==> src/rtl/bv_result_reduce.sv <==
// bv_result_reduce: pipelined reduction of SRAM_NUM per-slice match vectors into one
// result vector. Modes: AND of all slices, OR of all slices, AND of the slices enabled
// in slice_mask_i, or pass slice 0 through. Also produces a hit flag and the index of
// the lowest set bit for the action lookup downstream.
// The pipe has a binary tree with one register level per tree level, then a final output
// register. It has valid/ready on both sides and stalls as a whole when backpressured.
// Optional feature: define BV_REDUCE_POPCNT_EN to add popcnt_o (set-bit count of result_o).
module bv_result_reduce #(
    parameter int  RESULT_WIDTH = 64,
    parameter int  SRAM_NUM     = 4,
    parameter int  MODE_WIDTH   = 2,
    localparam int IDX_WIDTH    = $clog2(RESULT_WIDTH)
) (
    input  logic                             clk,
    input  logic                             rst_n,
    input  logic                             in_valid,
    output logic                             in_ready,
    input  logic [RESULT_WIDTH*SRAM_NUM-1:0] result_i,
    input  logic [MODE_WIDTH-1:0]            mode_i,
    input  logic [SRAM_NUM-1:0]              slice_mask_i,
    output logic                             out_valid,
    input  logic                             out_ready,
    output logic [RESULT_WIDTH-1:0]          result_o,
    output logic                             match_o,
    output logic [IDX_WIDTH-1:0]             match_idx_o
`ifdef BV_REDUCE_POPCNT_EN
    ,
    output logic [$clog2(RESULT_WIDTH+1)-1:0] popcnt_o
`endif
);

    localparam int LEVELS = $clog2(SRAM_NUM);
    // Leaves are padded up to a power of two so every tree level pairs evenly.
    localparam int NP     = 1 << LEVELS;

    localparam logic [MODE_WIDTH-1:0] MODE_OR   = MODE_WIDTH'(1);
    localparam logic [MODE_WIDTH-1:0] MODE_MASK = MODE_WIDTH'(2);
    localparam logic [MODE_WIDTH-1:0] MODE_S0   = MODE_WIDTH'(3);

    typedef logic [RESULT_WIDTH-1:0] vec_t;

    // Every stage advances together. A bubble is not squeezed out, so the latency stays fixed.
    logic advance;
    assign advance  = ~out_valid | out_ready;
    assign in_ready = advance;

    // Only OR mode changes the operator. The other modes become AND over pre-masked leaves.
    logic leaf_or;
    logic mask_all_off;
    assign leaf_or      = (mode_i == MODE_OR);
    assign mask_all_off = (mode_i == MODE_MASK) && (slice_mask_i == '0);

    // Stage 0: pre-mask each slice so that the tree only needs AND or OR.
    logic [NP*RESULT_WIDTH-1:0] leaf_flat;
    for (genvar j = 0; j < NP; j++) begin : g_leaf
        if (j < SRAM_NUM) begin : g_real
            // A disabled slice becomes the AND identity. With an empty mask, zero is forced
            // so that result_o reads 0 and not all-ones.
            assign leaf_flat[j*RESULT_WIDTH +: RESULT_WIDTH] =
                mask_all_off                              ? '0 :
                (mode_i == MODE_MASK && !slice_mask_i[j]) ? '1 :
                (mode_i == MODE_S0 && j != 0)             ? '1 :
                result_i[j*RESULT_WIDTH +: RESULT_WIDTH];
        end else begin : g_pad
            // A padding leaf is the identity of whichever operator this vector uses.
            assign leaf_flat[j*RESULT_WIDTH +: RESULT_WIDTH] = leaf_or ? '0 : '1;
        end
    end

    vec_t tree_data;
    logic tree_valid;

    if (LEVELS == 0) begin : g_no_tree
        assign tree_data  = leaf_flat;
        assign tree_valid = in_valid;
    end else begin : g_tree
        for (genvar l = 1; l <= LEVELS; l++) begin : g_lvl
            localparam int NN = NP >> l;

            logic [2*NN*RESULT_WIDTH-1:0] src_data;
            logic                         src_valid;
            logic                         src_or;
            logic [NN*RESULT_WIDTH-1:0]   data_q;
            logic                         valid_q;

            if (l == 1) begin : g_src
                assign src_data  = leaf_flat;
                assign src_valid = in_valid;
                assign src_or    = leaf_or;
            end else begin : g_src
                assign src_data  = g_lvl[l-1].data_q;
                assign src_valid = g_lvl[l-1].valid_q;
                assign src_or    = g_lvl[l-1].g_op.or_q;
            end

            // The operator flag moves with the data. Only levels that feed another tree
            // level need to keep it.
            if (l < LEVELS) begin : g_op
                logic or_q;
                // Register the operator flag for the next tree level.
                always_ff @(posedge clk or negedge rst_n) begin
                    if (!rst_n) begin
                        or_q <= 1'b0;
                    end else if (advance) begin
                        or_q <= src_or;
                    end
                end
            end

            // The stage valid is cleared by reset so that no vector in flight survives it.
            always_ff @(posedge clk or negedge rst_n) begin
                // NOTE: all sequential state uses non-blocking assignment, so every stage
                // samples the value its predecessor held before this clock edge.
                if (!rst_n) begin
                    valid_q <= 1'b0;
                end else if (advance) begin
                    valid_q <= src_valid;
                end
            end

            // Pairwise reduction of the previous level into this level's registers.
            always_ff @(posedge clk) begin
                // NOTE: the data registers are deliberately left without reset. valid_q
                // qualifies them, so a reset only costs routing and buys nothing.
                if (advance) begin
                    for (int k = 0; k < NN; k++) begin
                        data_q[k*RESULT_WIDTH +: RESULT_WIDTH] <= src_or
                            ? (src_data[(2*k)*RESULT_WIDTH +: RESULT_WIDTH] |
                               src_data[(2*k+1)*RESULT_WIDTH +: RESULT_WIDTH])
                            : (src_data[(2*k)*RESULT_WIDTH +: RESULT_WIDTH] &
                               src_data[(2*k+1)*RESULT_WIDTH +: RESULT_WIDTH]);
                    end
                end
            end
        end

        assign tree_data  = g_lvl[LEVELS].data_q;
        assign tree_valid = g_lvl[LEVELS].valid_q;
    end

    // Priority encoder: the lowest set bit wins, and an all-zero vector gives index 0.
    logic [IDX_WIDTH-1:0] idx_d;
    always_comb begin
        // NOTE: the default is assigned before the loop, so every path drives idx_d and no
        // latch is inferred.
        idx_d = '0;
        for (int i = RESULT_WIDTH - 1; i >= 0; i--) begin
            if (tree_data[i]) idx_d = IDX_WIDTH'(i);
        end
    end

`ifdef BV_REDUCE_POPCNT_EN
    localparam int POP_WIDTH = $clog2(RESULT_WIDTH + 1);
    logic [POP_WIDTH-1:0] pop_d;
    // Count the set bits of the vector that is about to be registered.
    always_comb begin
        pop_d = '0;
        for (int i = 0; i < RESULT_WIDTH; i++) begin
            pop_d = pop_d + POP_WIDTH'(tree_data[i]);
        end
    end
`endif

    // Output register. The outputs reload only on a valid advance, so they hold while stalled.
    always_ff @(posedge clk or negedge rst_n) begin
        if (!rst_n) begin
            out_valid   <= 1'b0;
            result_o    <= '0;
            match_o     <= 1'b0;
            match_idx_o <= '0;
`ifdef BV_REDUCE_POPCNT_EN
            popcnt_o    <= '0;
`endif
        end else if (advance) begin
            out_valid <= tree_valid;
            if (tree_valid) begin
                result_o    <= tree_data;
                match_o     <= |tree_data;
                match_idx_o <= idx_d;
`ifdef BV_REDUCE_POPCNT_EN
                popcnt_o    <= pop_d;
`endif
            end
        end
    end

endmodule

==> config.mk <==
export PLATFORM = sky130hd
export DESIGN_NAME = bv_result_reduce
export DESIGN_NICKNAME = d
export VERILOG_FILES = /design/src/rtl/bv_result_reduce.sv
export SDC_FILE = /design/constraint.sdc
export NUM_CORES = 1
export LEC_CHECK = 0
export ABC_CLOCK_PERIOD_IN_PS = 5800
export CORE_MARGIN = 2
export CORE_UTILIZATION = 50
export CTS_CLUSTER_SIZE = 24
export DETAILED_ROUTE_END_ITERATION = 16
export GPL_TIMING_DRIVEN = 0
export PLACE_DENSITY = 0.82
export SLEW_MARGIN = 20
export SYNTH_ARGS = -nofsm -noshare
export SYNTH_HDL_FRONTEND = slang
export SYNTH_SLANG_ARGS = --single-unit
==> constraint.sdc <==
create_clock -name clk -period 5.8 [get_ports clk]
set_input_delay 0.87 -clock clk [delete_from_list [all_inputs] [get_ports clk]]
set_output_delay 0.87 -clock clk [all_outputs]
set_load 0.01 [all_outputs]
Word level (Yosys, flattened, before mapping)
Cells that the tools add are included.
W data, S select, Z words.
{ "op_classes": {"eq_ne": 3, "n_mux": 78, "bitwise": 8, "n_reduce_logical": 12} }
{ "op_table": {"columns": ["cell", "count"], "rows": [
  ["$mux W64", 14],
  ["$mux W6", 64],
  ["$and A64 B64 Y64", 3],
  ["$or A64 B64 Y64", 3],
  ["$reduce_or A64 Y1", 1],
  ["$logic_and A1 B1 Y1", 5],
  ["$eq A2 B2 Y1 const B", 2],
  ["$logic_not A1 Y1", 4],
  ["$logic_not A4 Y1", 1],
  ["$eq A2 B1 Y1 const B", 1],
  ["$reduce_and A2 Y1", 1],
  ["$not A1 Y1", 1],
  ["$or A1 B1 Y1", 1]
]} }
{ "totals": {"reg_bits": 267, "input_bits": 266} }

Longest topological paths before layout
Gate-level depths: netlist of the first run.
{ "logic_depth": {"ltp_word": 64, "mapped_depth": 7, "mapped_depth_nobuf": 6} }

Worst setup path before layout of the first run
Ideal clock, no wire load.
{ "synth_timing": {"path_kind": "input to register", "from": "input out_ready", "to": "register match_idx_o[0]", "arrival_time_ns": 4.574, "t_required_ns": 5.681, "setup_slack_ns": 1.107, "stages": 7, "n_path_buf": 1, "path_cell_list": "nand2b_1 buf_2 nand2_1 mux2_2 a2111o_1 a31oi_1 nor2_1"} }
{ "synth_between": {"elab_chain_cells": 2} }
{ "synth_lines": {"columns": ["element", "line_no", "rtl"], "rows": [
  ["start, declared", "22", "input logic out_ready,"],
  ["$or A1 B1 Y1", "44", "assign advance = ~out_valid | out_ready;"],
  ["net in_ready", "17", "output logic in_ready,"],
  ["$reduce_and A2 Y1 (no line)", null, null],
  ["end signal, assigned", "179", "match_idx_o <= idx_d;"],
  ["end, declared", "25", "output logic [IDX_WIDTH-1:0] match_idx_o"]
]} }
The timed path passes the listed nets, and every way through them passes these cells.
A chain may end at the register's enable or synchronous reset.

Worst setup path in the final report of the first run
{ "layout_timing": {"from": "input out_ready", "to": "output in_ready"} }
{ "layout_between": {"elab_chain_cells": 1} }
{ "layout_lines": {"columns": ["element", "line_no"], "rows": [
  ["$or A1 B1 Y1", "44"],
  ["end, declared", "17"]
]} }
Every way passes these cells.

==> impl_summary.log, run 1 <==
[metrics] largest net degree at the start of global routing: 103
[metrics] Post-CTS Hold Fix Bufs: 0
[metrics] prevailing post-synth register cell: edfxtp_1
[metrics] Synthesized Nets: roughly 1400
[metrics] number of buffers on the longest clock path: 3
[metrics] worst-path fanout max: just over 100
[metrics] cell breakdown of the critical path: clkdlybuf4s50_1 > nand2b_1 > buf_8 > buf_16 > clkdlybuf4s50_1
[metrics] Distinct cells, synth: 43
[metrics] Setup Fix Bufs, Post-CTS: 0
[metrics] type of the worst setup path: in2out
[metrics] Overall Global Routing Usage: 0.272
[metrics] number of pins with negative max-slew slack in the final report: 0
[metrics] total power of the final layout: between 6 and 7 mW
[metrics] average wire per standard cell: approximately 21 um
[metrics] Worst Path Arrival: around 3.1 ns
[metrics] Peak supply drop: 0.404 mV
[metrics] Initial Utilization: 0.507
[metrics] Total Die Area: roughly 28000 um^2
[metrics] worst path setup slack after routing: between 1.5 and 2 ns
[metrics] highest achievable clock rate: about 250 MHz
[metrics] unrepaired setup endpoints after global routing: no
[metrics] Slowest Stage Delay on Critical Path: between 0.6 and 0.7 ns
[metrics] clock sinks: around 270
[metrics] worst path bufs/invs: 4
[metrics] cell area reported after detailed placement: about 17000 um^2
[metrics] number of input and output port buffers inserted: 338
[metrics] synthesized area divided by synthesized cell count: between 10 and 15 um^2
[metrics] slew at the pin closest to its max-slew limit: just over 0.9 ns
[metrics] Hold Fails Final Rpt: 0
[metrics] final WL: 39.2 mm
[metrics] total congestion overflow after global routing: 0
[metrics] number of antenna violations at the first check in global routing: 3
[metrics] Final period util: 0.692
[metrics] Synth top area share: 0.439
[metrics] Antenna Violating Nets Remaining: 0
[metrics] wire length of the first global-routing pass: just under 60 mm
[metrics] power per cell area: 369 nW/um^2
[metrics] first-pass iteration count of the detailed router: 6
[metrics] Finished Cell Area: 17900 um^2
[metrics] final critical-path required period: around 4.0 ns
[metrics] final estimated routing congestion in global placement: between 0.9 and 1
[metrics] DRC errors left: 0
[metrics] width of the die: ~170 um
[metrics] kind of start point of the critical path: input port
[metrics] TritonCTS clock tree: yes
[metrics] required time of the critical path: approximately 4.9 ns
[metrics] routed via count divided by cell count: between 6 and 7
[metrics] clock-pin transition on the worst setup and hold timing paths: ~0.060 ns
[metrics] core area: between 20000 and 30000 um^2
[metrics] share of layout cells above drive strength 1: 0.0768
[metrics] Slowest-stage cell, CP: clkdlybuf4s50_1
[metrics] via count of the routed design: ~11000
[metrics] Max-cap violations: 0
[metrics] number of failing setup endpoints in the final timing report: 0
[metrics] count of placed standard cells including taps: 1784
[metrics] buffer cell driving the clock tree root: clkbuf_16
[metrics] Die Height: 166 um
[metrics] delay-heaviest family, CP: buffers and inverters
[metrics] Site Rows: 59
[metrics] yosys warns: 0
[metrics] # resized after CTS: 0
[metrics] most numerous cell on the critical path: clkdlybuf4s50_1
[metrics] Worst setup EP type: primary output
[metrics] Post-synth EDFFs: 192
[metrics] run status: finished, final reports clean
[metrics] placed wire-length estimate after detailed placement: between 20 and 30 mm
[metrics] final-layout worst hold slack: 0.225 ns
[metrics] Post-Synthesis Cell Area: between 10000 and 15000 um^2
[metrics] worst slack at placement: 1.72 ns
[metrics] share of synthesized area occupied by flip-flops and latches: 0.582
[metrics] post-synth top area cell: edfxtp_1
[metrics] number of storage elements in the synthesis netlist: between 200 and 300
[metrics] leakage component of the power: between 6 and 7 nW
[metrics] boundary pin count: about 340
[metrics] vias in the first global route: about 11000
[metrics] synthesized instance count: around 1100
[metrics] total clock buffers created by CTS: 27
[metrics] # H-tree levels: 1
[metrics] post-route non-filler standard cell count: between 1500 and 2000
[metrics] DRT iter0 DRCs: roughly 1300
[metrics] worst min path class: in2async
[metrics] worst slew slack as a fraction of its limit: 0.377
[metrics] layout overhead on the synthesized area: 36.1%
[metrics] nets@finish: approximately 1700
[metrics] largest cells by area after synthesis: edfxtp_1, dfrtp_1, maj3_1, mux2_2, o31ai_1
[metrics] latest clock arrival within the worst-skew pair: between 0.5 and 0.6 ns
[metrics] clock skew after layout: roughly 0.017 ns
[metrics] async set-or-reset flop fraction in the synthesized netlist: 0.281
routing by layer:
| layer | vias up | GRT usage | share of wire |
|---|---|---|---|
| met3 | 111 | 0.0396 | 0.081 |
| met1 | 5362 | 0.369 | 0.40 |
| met5 | - | 0 | 0 |
| met4 | 0 | 0.0904 | 0.036 |
| li1 | 5087 | - | - |
| met2 | 617 | 0.454 | 0.48 |
synthesized netlist by cell type, types with 3 or more instances:
cell      instances
nor3_1           18
a21oi_1          83
maj3_1          128
nor2b_1           3
buf_2             8
buf_1             6
nand2b_1          5
dfrtp_1          75
nor4_1           15
nor2_1           89
a211oi_1         66
nand2_1          21
nand3_1           3
inv_1            13
mux2_2           56
edfxtp_1        192
o311ai_0          4
o31ai_1          69
o22ai_1          64
clkbuf_1         77
o21ai_0          86
cells in the final DEF, fill, tap and decap left out, types with 2 or more instances in the layout:
| master | Yosys | routed |
|---|---|---|
| nor2_1 | 89 | 89 |
| a211oi_1 | 66 | 66 |
| o21ai_0 | 86 | 86 |
| clkbuf_1 | 77 | 81 |
| clkdlybuf4s50_1 | 0 | 337 |
| buf_2 | 8 | 7 |
| a21oi_1 | 83 | 83 |
| o22ai_1 | 64 | 64 |
| or4_1 | 2 | 2 |
| clkinv_1 | 0 | 4 |
| nand3_1 | 3 | 3 |
| nor4_1 | 15 | 15 |
| dfrtp_1 | 75 | 75 |
| maj3_1 | 128 | 128 |
| nor2b_1 | 3 | 3 |
| o31ai_1 | 69 | 69 |
| or4_4 | 2 | 2 |
| inv_1 | 13 | 13 |
| nand2b_1 | 5 | 5 |
| a31oi_1 | 2 | 2 |
| a311o_1 | 2 | 2 |
| nor3_1 | 18 | 18 |
| mux2_2 | 56 | 56 |
| o311ai_0 | 4 | 4 |
| inv_2 | 2 | 2 |
| buf_1 | 6 | 6 |
| bufinv_16 | 0 | 3 |
| clkinv_2 | 0 | 9 |
| edfxtp_1 | 192 | 192 |
| clkbuf_16 | 0 | 27 |
| diode_2 | 0 | 4 |
| nand2_1 | 21 | 21 |
| buf_16 | 0 | 2 |
state kept, by name (all words and copies together), names as in the netlist:
| register | flops |
|---|---|
| g_tree.g_lvl.data_q | 192 |
| result_o | 64 |
| match_idx_o | 6 |
| g_tree.g_lvl.valid_q | 2 |
| g_tree.g_lvl.g_op.or_q | 1 |
| match_o | 1 |
| out_valid | 1 |
path summary, 6_finish.rpt:
path / startpoint / end / slack (ns) / depth (start not counted)
worst max-delay path: out_ready / in_ready / 1.79 / 5
worst min-delay path: rst_n / result_o[16] / 0.23 / 1
worst max register to register: out_valid / match_idx_o[5] / 3.25 / 6
worst min register to register: result_o[40] / result_o[40] / 0.48 / 2
max in group asynchronous: rst_n / result_o[33] / 4.99 / 2
min in group clk: result_o[40] / result_o[40] / 0.48 / 2
final cells by class:
class | instances | area, um^2
clock buffer | 32 | 704
buffer | 91 | 362
sequential | 267 | 7640
tap | 335 | 419
timing repair buffer | 340 | 3440
clock inverter | 17 | 158
fill | 1904 | 8030
multi-input combinational | 736 | 5090
inverter | 15 | 56.3
antenna | 4 | 10.0
power by group:
group | total (mW) | switching [mW] | internal (mW)
clock network | 1.71 | 0.710 | 0.996
registers | 3.05 | 0.385 | 2.66
logic | 1.84 | 0.837 | 1.00
kinds of logic after synthesis:
kind of cell / Yosys count / share of synthesized area
and+or+nand+nor: 164 / 0.0573
adders and majority gates: 128 / 0.0975
muxes: 56 / 0.0480
DFF: 267 / 0.582
buffers and inverters: 106 / 0.0310
AOI/OAI and AO/OA: 388 / 0.185
through the flow:
step,util,TNS (ns)
2_1_floorplan,-,0
3_3_place_gp,0.654,-12.22
3_5_place_dp,0.656,0
4_1_cts,0.690,0
5_1_grt,0.690,0
6_report,0.690,0
Note: power is estimated with default switching activity, not from simulation.
==> inputs of run 2 (changes only) <==
- ABC_CLOCK_PERIOD_IN_PS: 5800 -> 3600
- CORE_UTILIZATION: 50 -> 45
- PLACE_DENSITY: 0.82 -> 0.78
- clock period: 5.8 -> 3.6 ns (I/O delays scaled with it)
==> impl_summary.log, run 2 (synthesized netlist as in run 1, its figures left out) <==
[metrics] final WL: between 40 and 50 mm
[metrics] routed via count divided by cell count: between 5 and 6
[metrics] Hold Fails Final Rpt: 0
[metrics] DRT iter0 DRCs: around 1000
[metrics] Antenna Violating Nets Remaining: 0
[metrics] power per cell area: 605 nW/um^2
[metrics] number of failing setup endpoints in the final timing report: 0
[metrics] Overall Global Routing Usage: 0.256
[metrics] final estimated routing congestion in global placement: between 0.9 and 1
[metrics] TritonCTS clock tree: yes
[metrics] clock-pin transition on the worst setup and hold timing paths: around 0.06 ns
[metrics] average wire per standard cell: ~21 um
[metrics] first-pass iteration count of the detailed router: 5
[metrics] worst slew slack as a fraction of its limit: 0.364
[metrics] worst slack at placement: 0.251 ns
[metrics] DRC errors left: 0
[metrics] Worst setup EP type: primary output
[metrics] Worst Setup SP: out_ready
[metrics] Site Rows: just over 60
[metrics] total power of the final layout: between 10 and 15 mW
[metrics] width of the die: 175 um
[metrics] latest clock arrival within the worst-skew pair: between 0.5 and 0.6 ns
[metrics] number of buffers on the longest clock path: 3
[metrics] layout overhead on the synthesized area: 37.6%
[metrics] number of cells traversed by the worst register-to-register path: 8
[metrics] required time of the critical path: 3.06 ns
[metrics] buffer cell driving the clock tree root: clkbuf_16
[metrics] Max-cap violations: 0
[metrics] Worst Path Arrival: roughly 2.5 ns
[metrics] beginning of the worst register-to-register path: out_valid
[metrics] type of the worst setup path: in2out
[metrics] Total Die Area: 30600 um^2
[metrics] worst min path class: reg2reg
[metrics] slew at the pin closest to its max-slew limit: 0.954 ns
[metrics] run status: finished, final reports clean
[metrics] worst-path fanout max: 68
[metrics] number of pins with negative max-slew slack in the final report: 0
[metrics] final-layout worst hold slack: roughly 0.48 ns
[metrics] # resized after CTS: 0
[metrics] Initial Utilization: 0.458
[metrics] vias in the first global route: about 11000
[metrics] wire length of the first global-routing pass: 60.4 mm
[metrics] Peak supply drop: 0.477 mV
[metrics] Final period util: 0.835
[metrics] final critical-path required period: 3.00 ns
[metrics] Final Util: 0.630
[metrics] Fin Setup TNS: 0 ns
[metrics] number of antenna violations at the first check in global routing: 4
[metrics] # H-tree levels: 1
[metrics] boundary pin count: about 340
[metrics] leakage component of the power: a little over 6 nW
[metrics] share of layout cells above drive strength 1: 0.0767
[metrics] highest achievable clock rate: approximately 330 MHz
[metrics] largest registers ranked by flip-flop count: g_tree.g_lvl.data_q x192, result_o x64, match_idx_o x6
[metrics] worst path setup slack after routing: 0.595 ns
[metrics] placed wire-length estimate after detailed placement: approximately 30 mm
[metrics] nets@finish: 1746
[metrics] most common library cell in the layout ignoring fill and taps: clkdlybuf4s50_1
[metrics] Setup Fix Bufs, Post-CTS: 0
[metrics] total clock buffers created by CTS: 27
[metrics] total congestion overflow after global routing: 0
[metrics] clock sinks: roughly 270
[metrics] WHS Path Cells: 2
[metrics] largest net degree at the start of global routing: between 80 and 90
[metrics] most flop-heavy register: g_tree.g_lvl.data_q
[metrics] highest-count cells in the layout ignoring fill and taps: clkdlybuf4s50_1, edfxtp_1, maj3_1
[metrics] via count of the routed design: ~11000
[metrics] clock skew after layout: 0.0150 ns
[metrics] unrepaired setup endpoints after global routing: no
[metrics] number of input and output port buffers inserted: between 300 and 400
[metrics] core area: 28700 um^2
[metrics] Min-Delay Startpoint: result_o[40]
[metrics] kind of start point of the critical path: input port
[metrics] number of flip-flops under the largest register name: approximately 190
[metrics] Die Height: roughly 170 um
## run 2: changes by cell type in the layout (fill, tap and decap cells not counted), sizes merged
cell,change
inv,+1
bufinv,+4
clkinv,-5
dlygate4sd3,+1
buf,+1
## run 2: timing repair
action / 4_1_cts / 5_1_grt
endpoints found under the setup margin: 0 / 0
hold endpoints to repair: 21 / 0
hold buffers: 1 / 0
## run 2: power by group
part           switching (mW)  internal, mW
Sequential              0.616          4.29
Combinational            1.37          1.63
Clock                    1.15          1.90
Total                    3.13          7.81
## run 2: worst max-delay path: stages
cell             delay (ns)
clkdlybuf4s50_1        0.45
nand2b_1               0.13
buf_8                  0.34
buf_16                 0.35
clkdlybuf4s50_1        0.61
## run 2: final timing paths
check	slack (ns)	end
setup reg to reg	1.15	match_idx_o[0]
setup / recovery	0.60	in_ready
hold / removal	0.48	result_o[40]
min in group asynchronous	0.49	result_o[14]
hold reg to reg	0.48	result_o[40]
max in group asynchronous	2.52	result_o[51]
## run 2: routing by layer
metal,wire length [um],global-route usage,share of wire,up-vias
met5,0,0,0,-
met3,2390,0.0255,0.059,72
li1,-,-,-,5103
met2,20000,0.438,0.50,482
met4,1090,0.0816,0.027,0
met1,16700,0.344,0.42,5384
## run 2: cell type report
| cell class | count | area, um^2 |
|---|---|---|
| Inverter | 15 | 56.3 |
| Fill cell | 2271 | 10600 |
| Multi-Input combinational cell | 736 | 5090 |
| Buffer | 91 | 362 |
| Timing Repair Buffer | 342 | 3470 |
| Clock inverter | 17 | 264 |
| Antenna cell | 4 | 10.0 |
| Clock buffer | 32 | 704 |
| Sequential cell | 267 | 7640 |
| Tap cell | 384 | 480 |
## run 2: through the flow
stage / instance area [um^2] / std cells
after floorplan: 13100 / 1109
after detailed placement: 17100 / 1834
after global placement: 17000 / 1831
final: 18100 / 1888
after CTS: 18100 / 1884
after global routing: 18100 / 1888
==> inputs of run 3 (changes only) <==
- ABC_CLOCK_PERIOD_IN_PS: 3600 -> 2850
- CORE_UTILIZATION: 45 -> 50
- PLACE_DENSITY: 0.78 -> 0.82
- clock period: 3.6 -> 2.85 ns (I/O delays scaled with it)
==> impl_summary.log, run 3 (synthesized netlist as in run 1, its figures left out) <==
[metrics] leakage component of the power: 6.15 nW
[metrics] total congestion overflow after global routing: 0
[metrics] post-route non-filler standard cell count: 1839
[metrics] worst slack at placement: -0.341 ns
[metrics] cell area reported after detailed placement: 17000 um^2
[metrics] unrepaired setup endpoints after global routing: no
[metrics] layout overhead on the synthesized area: 36.7%
[metrics] core area: 25900 um^2
[metrics] largest net degree at the start of global routing: about 110
[metrics] power per cell area: 756 nW/um^2
[metrics] boundary pin count: roughly 340
[metrics] first-pass iteration count of the detailed router: 5
[metrics] worst path setup slack after routing: between 0.1 and 0.15 ns
[metrics] final critical-path required period: 2.75 ns
[metrics] Worst setup EP type: register
[metrics] Fin Setup TNS: 0 ns
[metrics] Final Util: 0.693
[metrics] Total Die Area: around 28000 um^2
[metrics] Antenna Violating Nets Remaining: 0
[metrics] Peak supply drop: 0.642 mV
[metrics] Overall Global Routing Usage: 0.273
[metrics] wire length of the first global-routing pass: between 50 and 60 mm
[metrics] most common library cell in the layout ignoring fill and taps: clkdlybuf4s50_1
[metrics] number of antenna violations at the first check in global routing: 4
[metrics] required time of the critical path: 3.20 ns
[metrics] worst slew slack as a fraction of its limit: 0.398
[metrics] final WL: 39.3 mm
[metrics] # H-tree levels: 1
[metrics] nets@finish: 1746
[metrics] buffer cell driving the clock tree root: clkbuf_16
[metrics] number of failing setup endpoints in the final timing report: 0
[metrics] count of placed standard cells including taps: between 1500 and 2000
[metrics] Hold Fails Final Rpt: 0
[metrics] highest achievable clock rate: ~360 MHz
[metrics] DRT iter0 DRCs: between 1000 and 1500
[metrics] placed wire-length estimate after detailed placement: ~30 mm
[metrics] Die Height: 166 um
[metrics] final-layout worst hold slack: around 0.4 ns
[metrics] number of input and output port buffers inserted: 338
[metrics] clock skew after layout: between 0.01 and 0.015 ns
[metrics] slew at the pin closest to its max-slew limit: 0.904 ns
[metrics] vias in the first global route: 10700
[metrics] number of flip-flops under the largest register name: 192
[metrics] total power of the final layout: 13.6 mW
[metrics] fill count: 1851
[metrics] number of buffers on the longest clock path: 3
[metrics] TritonCTS clock tree: yes
[metrics] DRC errors left: 0
[metrics] width of the die: ~170 um
[metrics] run status: finished, final reports clean
[metrics] # resized after CTS: 0
[metrics] Max-cap violations: 0
[metrics] clock sinks: about 270
[metrics] highest-count cells in the layout ignoring fill and taps: clkdlybuf4s50_1, edfxtp_1, maj3_1
[metrics] Final period util: 0.964
[metrics] Finished Cell Area: about 18000 um^2
[metrics] average wire per standard cell: 21.4 um
[metrics] most flop-heavy register: g_tree.g_lvl.data_q
[metrics] largest registers ranked by flip-flop count: g_tree.g_lvl.data_q x192, result_o x64, match_idx_o x6
[metrics] routed via count divided by cell count: about 6.1
[metrics] number of pins with negative max-slew slack in the final report: 0
[metrics] Site Rows: a little under 60
[metrics] total clock buffers created by CTS: 27
[metrics] Worst Path Arrival: slightly above 3 ns
[metrics] final estimated routing congestion in global placement: a little under 0.9
[metrics] kind of start point of the critical path: input port
[metrics] type of the worst setup path: in2reg
[metrics] Initial Utilization: 0.507
[metrics] via count of the routed design: around 11000
[metrics] latest clock arrival within the worst-skew pair: approximately 0.53 ns
[metrics] worst min path class: in2async
[metrics] clock-pin transition on the worst setup and hold timing paths: 0.07 ns
[metrics] worst-path fanout max: 10
[metrics] share of layout cells above drive strength 1: 0.0800
==> run 3: cell count changes in the layout (fill, tap and decap cells not counted), sizes merged <==
cell,before,now
bufinv,7,4
clkbuf,109,106
clkinv,8,14
clkinvlp,1,0
inv,16,17
==> run 3: cell type report <==
class	count	area, um^2	area share
diodes	4	10.0	0.000557
plain buffers	91	362	0.0201
clock buffers	29	693	0.0386
clock inverters	20	214	0.0119
inverters	15	56.3	0.00313
multi-input cells	736	5090	0.284
flip-flops and latches	267	7640	0.425
well taps	335	419	0.0233
repair buffers	342	3470	0.193
==> run 3: repair_timing <==
action | CTS | global route
hold endpoints to repair | 26 | 0
hold buffers | 1 | 0
setup buffers | 0 | 0
==> run 3: report_power, final <==
part           switching, mW  internal [mW]
logic                   1.72           2.06
clock network           1.48           2.13
registers              0.777           5.42
==> run 3: metal layers <==
layer / track usage / part of all wire / up-vias
met5: 0 / 0 / -
met4: 0.0885 / 0.030 / 0
met3: 0.0322 / 0.072 / 84
met2: 0.468 / 0.49 / 568
met1: 0.366 / 0.41 / 5424
li1: - / - / 5093
==> run 3: worst paths after layout <==
kind / startpoint / end / slack (ns) / cells after the start
min in group clk: result_o[25] / result_o[25] / 0.48 / 2
max in group asynchronous: rst_n / result_o[48] / 1.88 / 3
worst max-delay path: mode_i[0] / g_tree.g_lvl[1].data_q[20] / 0.10 / 7
worst min-delay path: rst_n / result_o[19] / 0.40 / 2
worst min register to register: result_o[25] / result_o[25] / 0.48 / 2
worst max register to register: out_valid / match_idx_o[5] / 0.51 / 7
==> run 3: worst max-delay path, stage by stage <==
cell,delay (ns)
clkdlybuf4s50_1,0.65
inv_1,0.13
a21boi_0,0.24
clkbuf_1,0.71
clkbuf_1,0.55
o31ai_1,0.14
a21oi_1,0.23
==> patch: new RTL, settings of run 3 <==
Register the input `mode_i` before use. The logic sees it one clock later. The other inputs are not delayed to match.
--- a/src/rtl/bv_result_reduce.sv
+++ b/src/rtl/bv_result_reduce.sv
@@ -39,6 +39,12 @@
 
     typedef logic [RESULT_WIDTH-1:0] vec_t;
 
+    logic [MODE_WIDTH-1:0] mode_q;
+
+    always_ff @(posedge clk) begin
+        mode_q <= mode_i;
+    end
+
     // Every stage advances together. A bubble is not squeezed out, so the latency stays fixed.
     logic advance;
     assign advance  = ~out_valid | out_ready;
@@ -47,8 +53,8 @@
     // Only OR mode changes the operator. The other modes become AND over pre-masked leaves.
     logic leaf_or;
     logic mask_all_off;
-    assign leaf_or      = (mode_i == MODE_OR);
-    assign mask_all_off = (mode_i == MODE_MASK) && (slice_mask_i == '0);
+    assign leaf_or      = (mode_q == MODE_OR);
+    assign mask_all_off = (mode_q == MODE_MASK) && (slice_mask_i == '0);
 
     // Stage 0: pre-mask each slice so that the tree only needs AND or OR.
     logic [NP*RESULT_WIDTH-1:0] leaf_flat;
@@ -58,8 +64,8 @@
             // so that result_o reads 0 and not all-ones.
             assign leaf_flat[j*RESULT_WIDTH +: RESULT_WIDTH] =
                 mask_all_off                              ? '0 :
-                (mode_i == MODE_MASK && !slice_mask_i[j]) ? '1 :
-                (mode_i == MODE_S0 && j != 0)             ? '1 :
+                (mode_q == MODE_MASK && !slice_mask_i[j]) ? '1 :
+                (mode_q == MODE_S0 && j != 0)             ? '1 :
                 result_i[j*RESULT_WIDTH +: RESULT_WIDTH];
         end else begin : g_pad
             // A padding leaf is the identity of whichever operator this vector uses.
Check against the original RTL: not equivalent (a bounded check fails within 4 cycles, from zero or initial values and one cycle with rst_n low).
==> patch against run 3 <==
Synthesized area grew 0.30%; power shrank 1.1%; hold slack lost 0.056 ns; first-iteration DRC count grew 3.5%; cell area shrank 0.13%; non-clock buffer count shrank 1; worst setup slack gained 0.083 ns; combinational power shrank 1%; cell count grew 0.11%; routed wire length shrank 0.68%; sequential cell count grew 2; die area grew 0.29%; critical path type is now input port to primary output; critical endpoint is now in_ready; highest routed layer unchanged.
==> patch: results (changes against run 3) <==
Worst-margin pin slew: 0.976 ns (+0.0721 ns)
Post-CTS setup buffer count: 0 (unchanged)
P&R area growth vs syn: 36.1%
Mux contribution to synthesized area: 4.78% (-0.015 points)
R2R setup slack: 0.24 ns (-0.27 ns)
Critical Path AT: 2.24 ns (-0.85 ns)
Worst R2R End: g_tree.g_lvl[1].data_q[21]$_DFFE_PN_
GR Util met2: 46.4% (-0.36 points)
# nets final: 1747 (+0.057%)
Seq/Total Area, Yosys: 58.3% (+0.13 points)
Cell Area, Placed: 0.0171 sq mm (about the same)
Max Buffers Root-to-Sink: 3 (unchanged)
Synth Instances: 1111 (+0.18%)
Critical path's slowest cell: clkdlybuf4s50_1
CP max stage delay: 0.69 ns (-0.02 ns)
Mapped Nets: 1377 (+0.15%)
GR Util met1: 36.1% (-0.41 points)
DR vias: 11100 (-0.37%)
Share of layout cells above drive strength 1: 7.79% (-0.21 points)
M3 GR Usage: 3.15% (-0.071 points)
CP endpoint kind: primary output
Vias/cell: 6.04 (-0.48%)
Pre-CTS setup slack: -0.0756 ns (+0.265 ns)
Adder-cell area share of the yosys netlist: 9.72% (-0.030 points)
Peak VDD IR: 0.914 mV (+42%)
Async S/R FF share, synth: 27.9% (-0.21 points)
Layout fillers: 1935 (+4.5%)
Drt pass-1 iters: 6 (+1)
Placed Cells: 1786 (+0.056%)
Crit Path Max Fanout: 101 (+91)
Complex-gate fraction of the synthesized area: 18.4% (-0.056 points)
HPWL after DPL: 29600 microns (-0.25%)
Leak Pwr: 6.13 nW (-0.36%)
Vias in the first global route: 10800 (+1.3%)
Top cells by area, synth: edfxtp_1 44%, dfrtp_1 14%, maj3_1 9.7%
GP Congestion: 0.865 (-3.2%)
Overall Global Routing Usage: 27.2% (-0.15 points)
First-pass GRT wire length: 58900 microns (-0.21%)
Reg clk slew, reported paths: 0.06 ns
Distinct cells, synth: 44 (+2.3%)
Psw: 3.90 mW (-1.8%)
Hold slack: 0.343 ns (-0.0560 ns)
Status: finished, final reports clean
Wirelength, routed: 39100 microns (-0.68%)
Reg2reg start: mode_q[0]$_DFF_P_
Pin count of the biggest net entering global routing: 102 (-5.6%)
Worst Clk Skew: 0.0174 ns (+0.00575 ns)
Reg2reg path depth: 6 (-1)
Initial detailed-routing violation count: 1187 (+3.5%)
[patch: repair_timing]
action | CTS | global route
setup endpoints to repair | 0 | 0
hold buffers | 1 | 0
endpoints found under the hold margin | 17 | 0
[patch: power by group through the flow]
stage | Sequential (mW) | Combinational [mW] | Clock (mW)
after floorplan | 6.22 | 1.59 | 0
after global placement | 6.27 | 3.58 | 0
after detailed placement | 6.30 | 3.71 | 0
after CTS | 6.23 | 3.74 | 3.49
after global routing | 6.37 | 3.99 | 3.65
final | 6.24 | 3.73 | 3.46
[patch: how the worst max path moves through the flow]
stage                                      from  depth (start not counted)  slack [ns]                              endpoint
after CTS                 out_valid$_DFFE_PN0N_                          3        0.10                              in_ready
after floorplan                       out_ready                          7        0.12            match_idx_o[0]$_DFFE_PN0P_
after detailed placement        slice_mask_i[0]                          7       -0.08  g_tree.g_lvl[1].data_q[73]$_DFFE_PN_
after global placement                    rst_n                          1       -1.22               result_o[8]$_DFFE_PN0P_
final                                 out_ready                          4        0.19                              in_ready
after global routing      out_valid$_DFFE_PN0N_                          3        0.03                              in_ready
[patch: worst reg2reg max path, cell delays in order, from the launching register on]
cell,delay (ns)
dfxtp_1,0.44
inv_1,0.12
a21boi_0,0.23
clkbuf_1,0.76
clkbuf_1,0.54
o31ai_1,0.13
a21oi_1,0.21
[patch: layout make-up]
type                            count  area share (%)
Inverter                           15           0.314
Timing Repair Buffer              341            19.2
Multi-Input combinational cell    736            28.4
Clock inverter                     17           0.914
Tap cell                          335            2.34
Clock buffer                       32            3.93
Sequential cell                   269            42.8
Antenna cell                        5          0.0697
Buffer                             91            2.02
[patch: metal layers]
metal / up-vias / part of all wire [%]
met5: - / 0
met4: 0 / 3.6
met3: 101 / 6.9
met2: 567 / 50
met1: 5341 / 40
li1: 5119 / -
